### src/rtl/pong_vga_pkg.sv
// Shared VGA timing defaults, coordinate types and the sync-lock state encoding
// used by the Pong video output stage.
package pong_vga_pkg;

  localparam int VIDEO_WIDTH_DEF      = 4;
  localparam int TOTAL_COLS_DEF       = 800;
  localparam int TOTAL_ROWS_DEF       = 525;
  localparam int ACTIVE_COLS_DEF      = 640;
  localparam int ACTIVE_ROWS_DEF      = 480;
  localparam int FRONT_PORCH_HORZ_DEF = 18;
  localparam int BACK_PORCH_HORZ_DEF  = 50;
  localparam int FRONT_PORCH_VERT_DEF = 10;
  localparam int BACK_PORCH_VERT_DEF  = 33;

  typedef logic [$clog2(TOTAL_COLS_DEF)-1:0] col_t;
  typedef logic [$clog2(TOTAL_ROWS_DEF)-1:0] row_t;

  typedef enum logic {
    ST_UNLOCKED = 1'b0,
    ST_LOCKED   = 1'b1
  } sync_state_e;

endpackage

### src/rtl/porch_sync_counter.sv
// Frame-start edge detect, lock tracking and col/row raster counters that
// reconstruct the upstream pixel position from the active-region VSync flag.
//
// state       | meaning
// ST_UNLOCKED | no frame start seen since reset; counters parked at 0,0
// ST_LOCKED   | counters follow the raster, resynchronised on every frame start
module porch_sync_counter
  import pong_vga_pkg::*;
#(
  parameter int TOTAL_COLS = TOTAL_COLS_DEF,
  parameter int TOTAL_ROWS = TOTAL_ROWS_DEF
) (
  input  logic                          i_Clk,
  input  logic                          i_Rst_L,
  input  logic                          i_VSync,
  output logic [$clog2(TOTAL_COLS)-1:0] col,
  output logic [$clog2(TOTAL_ROWS)-1:0] row,
  output logic                          locked,
  output logic                          frame_start
);

  localparam int CW = $clog2(TOTAL_COLS);
  localparam int RW = $clog2(TOTAL_ROWS);
  localparam logic [CW-1:0] COL_LAST = CW'(TOTAL_COLS - 1);
  localparam logic [RW-1:0] ROW_LAST = RW'(TOTAL_ROWS - 1);

  sync_state_e state, state_nxt;
  logic        prev_vsync;

  // prev_vsync resets high so a VSync already high at reset release is not an edge
  assign frame_start = i_VSync & ~prev_vsync;

  always_ff @(posedge i_Clk) begin
    if (!i_Rst_L) state <= ST_UNLOCKED;
    else          state <= state_nxt;
  end

  always_comb begin
    state_nxt = state;
    case (state)
      ST_UNLOCKED: if (frame_start) state_nxt = ST_LOCKED;
      ST_LOCKED:   state_nxt = ST_LOCKED;
      default:     state_nxt = ST_UNLOCKED;
    endcase
  end

  always_comb begin
    locked = (state == ST_LOCKED);
  end

  always_ff @(posedge i_Clk) begin
    if (!i_Rst_L) begin
      prev_vsync <= 1'b1;
      col        <= '0;
      row        <= '0;
    end else begin
      prev_vsync <= i_VSync;
      if (frame_start) begin
        col <= '0;
        row <= '0;
      end else if (locked) begin
        if (col == COL_LAST) begin
          col <= '0;
          row <= (row == ROW_LAST) ? '0 : row + 1'b1;
        end else begin
          col <= col + 1'b1;
        end
      end
    end
  end

endmodule

### src/rtl/vga_sync_porch.sv
// VGA output stage: regenerates porch-correct active-low syncs and blanks video.
// Define VGA_PORCH_SYNC_CHECK_EN to build the sticky frame-timing error check.
module vga_sync_porch
  import pong_vga_pkg::*;
#(
  parameter int VIDEO_WIDTH      = VIDEO_WIDTH_DEF,
  parameter int TOTAL_COLS       = TOTAL_COLS_DEF,
  parameter int TOTAL_ROWS       = TOTAL_ROWS_DEF,
  parameter int ACTIVE_COLS      = ACTIVE_COLS_DEF,
  parameter int ACTIVE_ROWS      = ACTIVE_ROWS_DEF,
  parameter int FRONT_PORCH_HORZ = FRONT_PORCH_HORZ_DEF,
  parameter int BACK_PORCH_HORZ  = BACK_PORCH_HORZ_DEF,
  parameter int FRONT_PORCH_VERT = FRONT_PORCH_VERT_DEF,
  parameter int BACK_PORCH_VERT  = BACK_PORCH_VERT_DEF
) (
  input  logic                   i_Clk,
  input  logic                   i_Rst_L,
  input  logic                   i_HSync,
  input  logic                   i_VSync,
  input  logic [VIDEO_WIDTH-1:0] i_Red_Video,
  input  logic [VIDEO_WIDTH-1:0] i_Grn_Video,
  input  logic [VIDEO_WIDTH-1:0] i_Blu_Video,
  output logic                   o_HSync,
  output logic                   o_VSync,
  output logic [VIDEO_WIDTH-1:0] o_Red_Video,
  output logic [VIDEO_WIDTH-1:0] o_Grn_Video,
  output logic [VIDEO_WIDTH-1:0] o_Blu_Video,
  output logic                   o_Sync_Err
);

  localparam int CW = $clog2(TOTAL_COLS);
  localparam int RW = $clog2(TOTAL_ROWS);
  localparam logic [CW-1:0] H_ACT     = CW'(ACTIVE_COLS);
  localparam logic [CW-1:0] H_SYNC_LO = CW'(ACTIVE_COLS + FRONT_PORCH_HORZ);
  localparam logic [CW-1:0] H_SYNC_HI = CW'(TOTAL_COLS - BACK_PORCH_HORZ - 1);
  localparam logic [RW-1:0] V_ACT     = RW'(ACTIVE_ROWS);
  localparam logic [RW-1:0] V_SYNC_LO = RW'(ACTIVE_ROWS + FRONT_PORCH_VERT);
  localparam logic [RW-1:0] V_SYNC_HI = RW'(TOTAL_ROWS - BACK_PORCH_VERT - 1);

  logic [CW-1:0]          col;
  logic [RW-1:0]          row;
  logic                   locked;
  logic                   frame_start;
  logic [VIDEO_WIDTH-1:0] red_q, grn_q, blu_q;
  logic                   col_active, row_active, h_pulse, v_pulse;

  porch_sync_counter #(
    .TOTAL_COLS (TOTAL_COLS),
    .TOTAL_ROWS (TOTAL_ROWS)
  ) u_counter (
    .i_Clk       (i_Clk),
    .i_Rst_L     (i_Rst_L),
    .i_VSync     (i_VSync),
    .col         (col),
    .row         (row),
    .locked      (locked),
    .frame_start (frame_start)
  );

  assign col_active = (col < H_ACT);
  assign row_active = (row < V_ACT);
  assign h_pulse    = (col >= H_SYNC_LO) && (col <= H_SYNC_HI);
  assign v_pulse    = (row >= V_SYNC_LO) && (row <= V_SYNC_HI);

  always_ff @(posedge i_Clk) begin
    if (!i_Rst_L) begin
      red_q <= '0;
      grn_q <= '0;
      blu_q <= '0;
    end else begin
      red_q <= i_Red_Video;
      grn_q <= i_Grn_Video;
      blu_q <= i_Blu_Video;
    end
  end

  // counters sit at 0,0 while unlocked, so every decode is gated by locked
  always_ff @(posedge i_Clk) begin
    if (!i_Rst_L) begin
      o_HSync     <= 1'b1;
      o_VSync     <= 1'b1;
      o_Red_Video <= '0;
      o_Grn_Video <= '0;
      o_Blu_Video <= '0;
    end else begin
      o_HSync <= ~(locked & h_pulse);
      o_VSync <= ~(locked & v_pulse);
      if (locked && col_active && row_active) begin
        o_Red_Video <= red_q;
        o_Grn_Video <= grn_q;
        o_Blu_Video <= blu_q;
      end else begin
        o_Red_Video <= '0;
        o_Grn_Video <= '0;
        o_Blu_Video <= '0;
      end
    end
  end

`ifdef VGA_PORCH_SYNC_CHECK_EN
  localparam logic [CW-1:0] COL_LAST = CW'(TOTAL_COLS - 1);
  localparam logic [RW-1:0] ROW_LAST = RW'(TOTAL_ROWS - 1);

  logic hsync_q;
  logic sync_err;
  logic early_start;
  logic hsync_bad;

  assign early_start = frame_start && locked && !((col == COL_LAST) && (row == ROW_LAST));
  assign hsync_bad   = locked && (hsync_q != col_active);

  always_ff @(posedge i_Clk) begin
    if (!i_Rst_L) begin
      hsync_q  <= 1'b0;
      sync_err <= 1'b0;
    end else begin
      hsync_q <= i_HSync;
      if (early_start || hsync_bad) sync_err <= 1'b1;
    end
  end

  assign o_Sync_Err = sync_err;
`else
  logic unused_chk;
  assign unused_chk = ^{i_HSync, frame_start};
  assign o_Sync_Err = 1'b0;
`endif

endmodule
### config.mk
export PLATFORM = sky130hd
export DESIGN_NAME = vga_sync_porch
export DESIGN_NICKNAME = d
export VERILOG_FILES = /design/src/rtl/pong_vga_pkg.sv /design/src/rtl/porch_sync_counter.sv /design/src/rtl/vga_sync_porch.sv
export SDC_FILE = /design/constraint.sdc
export NUM_CORES = 1
export LEC_CHECK = 0
export BUFFER_PORTS_ARGS = -buffer_cell sky130_fd_sc_hd__clkbuf_2
export CORE_UTILIZATION = 51
export CTS_CLUSTER_DIAMETER = 30
export DETAILED_ROUTE_END_ITERATION = 10
export GPL_TIMING_DRIVEN = 1
export PLACE_DENSITY = 0.82
export SLEW_MARGIN = 10
export SYNTH_ARGS = -nofsm -noshare
export SYNTH_HDL_FRONTEND = slang
export SYNTH_HIERARCHICAL = 1
export SYNTH_SLANG_ARGS = --single-unit
### constraint.sdc
create_clock -name i_Clk -period 2.39 [get_ports i_Clk]
set_clock_uncertainty 0.05 [all_clocks]
set_input_delay 0.1195 -clock i_Clk [delete_from_list [all_inputs] [get_ports i_Clk]]
set_output_delay 0.1195 -clock i_Clk [all_outputs]
set_load 0.02 [all_outputs]
==> metrics.txt <==
H-tree levels 2; GRT Overall Usage 0.216; cells along the critical path ha_1 > nand4b_1 > or4_4 > or4b_1 > a21oi_1; crit start category register; global placer's final weighted congestion about 0.9; Total Routed Length 3.89 mm; sequential share of power 0.587; I/O Buffers 28; CP max stage cell or4b_1; Remaining DRCs 0; total gr overflow 0; CTS sink cnt 48; top cell type's share of synthesized area 0.508; die height about 63 um; Critical Path Sink Type register; vias in the first global route 1389; synthesis-stage register bit count 48; number of synthesized flops with an enable pin 0; period utilization 0.926; drt first pass iters 4; CP Class register to register; nets@finish 254; synth unique cells 44; final core occ 0.665; CP peak stage delay roughly 0.54 ns; via count 1476; postcts setup bufs 0; Mapped Nets approximately 210; Async SR Flop Fraction 0; final setup vio count 0; IO Pins 31; CTS clk-pin slew, worst paths around 0.090 ns; DR vias/cell roughly 5.2; hold slack final between 0.1 and 0.15 ns; worst slack at placement between 0.2 and 0.25 ns; post-DP HPWL ~2.3 mm; class of the worst hold path input port to register; RSZ-0062 raised after global routing no; sw frac 0.221; # diodes 0; Syn Std Cell Area ~1900 um2; core area 3440 um2; critical-path maximum fanout 12; setup TNS 0 ns; reg-to-reg slack, setup approximately 0.18 ns; Final Max Slew Viols 0; 1st-iter DRT viols 152; Synth Flop Type dfxtp_1; Final Hold Vio Count 0; worst-margin pin slew just over 0.5 ns; Internal between 1 and 1.5 mW; WP data arrival 2.40 ns; min Tclk post-route roughly 2.2 ns; clock latency on the worst-skew pair about 0.30 ns; P_sw roughly 0.31 mW; Combinational Power Share 0.051; Seq/Total Area, Yosys 0.508; clock tree buffer depth 2; Avg Inst Size Synth about 10 um2; synth-to-layout area growth 20.9%; PwrDens just over 600 nW/um2; Die Span X 62.9 um; post-route ant nets 0; total number of yosys warnings 6; fmax about 0.45 GHz; Avg WL per Cell between 10 and 15 um; row count 21; CTS root buf clkbuf_8; first-pass GRT wire length roughly 6.6 mm; worst-case vdd ir drop 0.323 mV; cell accounting for the most synthesized area dfxtp_1; Max-slew headroom 0.655; layout cells sized above 1 0.229; status finished, final reports clean; initial antenna violation count 0; TritonCTS clock tree done; final setup margin 0.176 ns; largest net degree at the start of global routing 18; Leak Pwr 0.920 nW; max-cap violations 0; top cells by area, synth dfxtp_1, and2_2, and2_1; CTS resizes 0; total CTS buffers 5; Die Area between 3000 and 4000 um2; Synth Instances 190; power share of the clock group 0.362; Initial Utilization 0.550; Worst Path Required between 2 and 3 ns
sequential cells by signal (all words and copies together), names as in the netlist:
name                  flops
o_Red_Video               4
red_q                     4
grn_q                     4
u_counter/row            10
u_counter/prev_vsync      1
u_counter/col            10
blu_q                     4
u_counter/locked          1
o_VSync                   1
o_Blu_Video               4
o_HSync                   1
o_Grn_Video               4
metrics by stage:
stage | total power, mW | area (um2) | std cells
floorplan | 0.872 | 1890 | 190
global placement | 0.890 | 2060 | 261
detailed placement | 0.892 | 2060 | 261
CTS | 1.40 | 2290 | 282
global route | 1.45 | 2290 | 282
finish | 1.40 | 2290 | 282
kinds of logic (layout without fill, tap and decap cells):
group,after synthesis,in the layout,share of synthesized area
AO/OA/AOI/OAI,22,22,0.0820
XOR/XNOR,9,9,0.0416
adder cells (fa/ha/maj),3,3,0.0198
buffers and inverters,12,58,0.0390
flip-flops,48,48,0.508
other,1,1,0.00198
AND/OR/NAND/NOR,95,95,0.308
layout make-up:
class,instances,area [um2]
clock inverters,2,13.8
fillers,266,1150
flip-flops and latches,48,961
well taps,46,57.6
repair buffers,44,293
multi-input cells,130,858
clock buffers,6,82.6
inverters,6,22.5
cell usage after synthesis (2+ instances only):
cell type and count:
nand4b_1 2, clkbuf_1 2, nand2_1 14, nor3_1 4, o311ai_0 4, dfxtp_1 48, inv_1 6, nand3_1 11
nand4_1 8, and2_1 13, and2_2 12, a21oi_1 4, o21ai_0 3, nor2_1 12, xor2_1 3, o31ai_1 3
xnor2_1 6, and4_1 2, nand2b_1 3, buf_6 2, a31oi_1 2, or4_1 2, ha_1 3
cell usage in the layout, fill, tap and decap left out, types with 2 or more instances in the layout:
| cell type | instances |
|---|---|
| nand4_1 | 8 |
| nand2b_1 | 3 |
| xnor2_1 | 6 |
| nand4b_1 | 2 |
| inv_1 | 6 |
| o31ai_1 | 3 |
| a31oi_1 | 2 |
| and2_2 | 12 |
| nor2_1 | 12 |
| xor2_1 | 3 |
| dlygate4sd3_1 | 13 |
| nand2_1 | 14 |
| a21oi_1 | 4 |
| o21ai_0 | 3 |
| dfxtp_1 | 48 |
| or4_1 | 2 |
| clkbuf_2 | 28 |
| ha_1 | 3 |
| clkbuf_8 | 6 |
| o311ai_0 | 4 |
| buf_4 | 3 |
| nor3_1 | 4 |
| nand3_1 | 11 |
| and4_1 | 2 |
| and2_1 | 13 |
path summary, 6_finish.rpt:
check,from,end,depth (start not counted)
setup reg to reg,u_counter/col[1],u_counter/row[7],5
setup / recovery,u_counter/col[1],u_counter/row[7],5
hold reg to reg,grn_q[1],o_Grn_Video[1],1
hold / removal,i_Rst_L,u_counter/prev_vsync,2
metal layers:
layer  wire length [um]  vias to the layer above  part of all wire  GRT usage
met4                 59                        0             0.015     0.0988
met3                139                        5             0.036     0.0438
li1                   -                      757                 -          -
met5                  0                        -                 0          0
met2               1930                       34              0.50      0.348
met1               1750                      680              0.45      0.276
worst max-delay path, delay by kind of cell (launching register included):
kind / cells / cell delay, ns
fa+ha+maj: 1 / 0.29
flops: 1 / 0.45
compound gates: 1 / 0.14
simple gates: 3 / 1.23
power groups by stage:
| stage | registers [mW] | clock network, mW | logic (mW) |
|---|---|---|---|
| 2_1_floorplan | 0.840 | 0 | 0.0320 |
| 3_3_place_gp | 0.838 | 0 | 0.0514 |
| 3_5_place_dp | 0.839 | 0 | 0.0523 |
| 4_1_cts | 0.821 | 0.511 | 0.0698 |
| 5_1_grt | 0.822 | 0.547 | 0.0788 |
| 6_report | 0.821 | 0.506 | 0.0720 |
timing repair:
action                                 CTS  global route
endpoints found under the hold margin   13             0
setup endpoints to repair                0             0
hold buffers                            13             0
(Power assumes the default switching activity.)
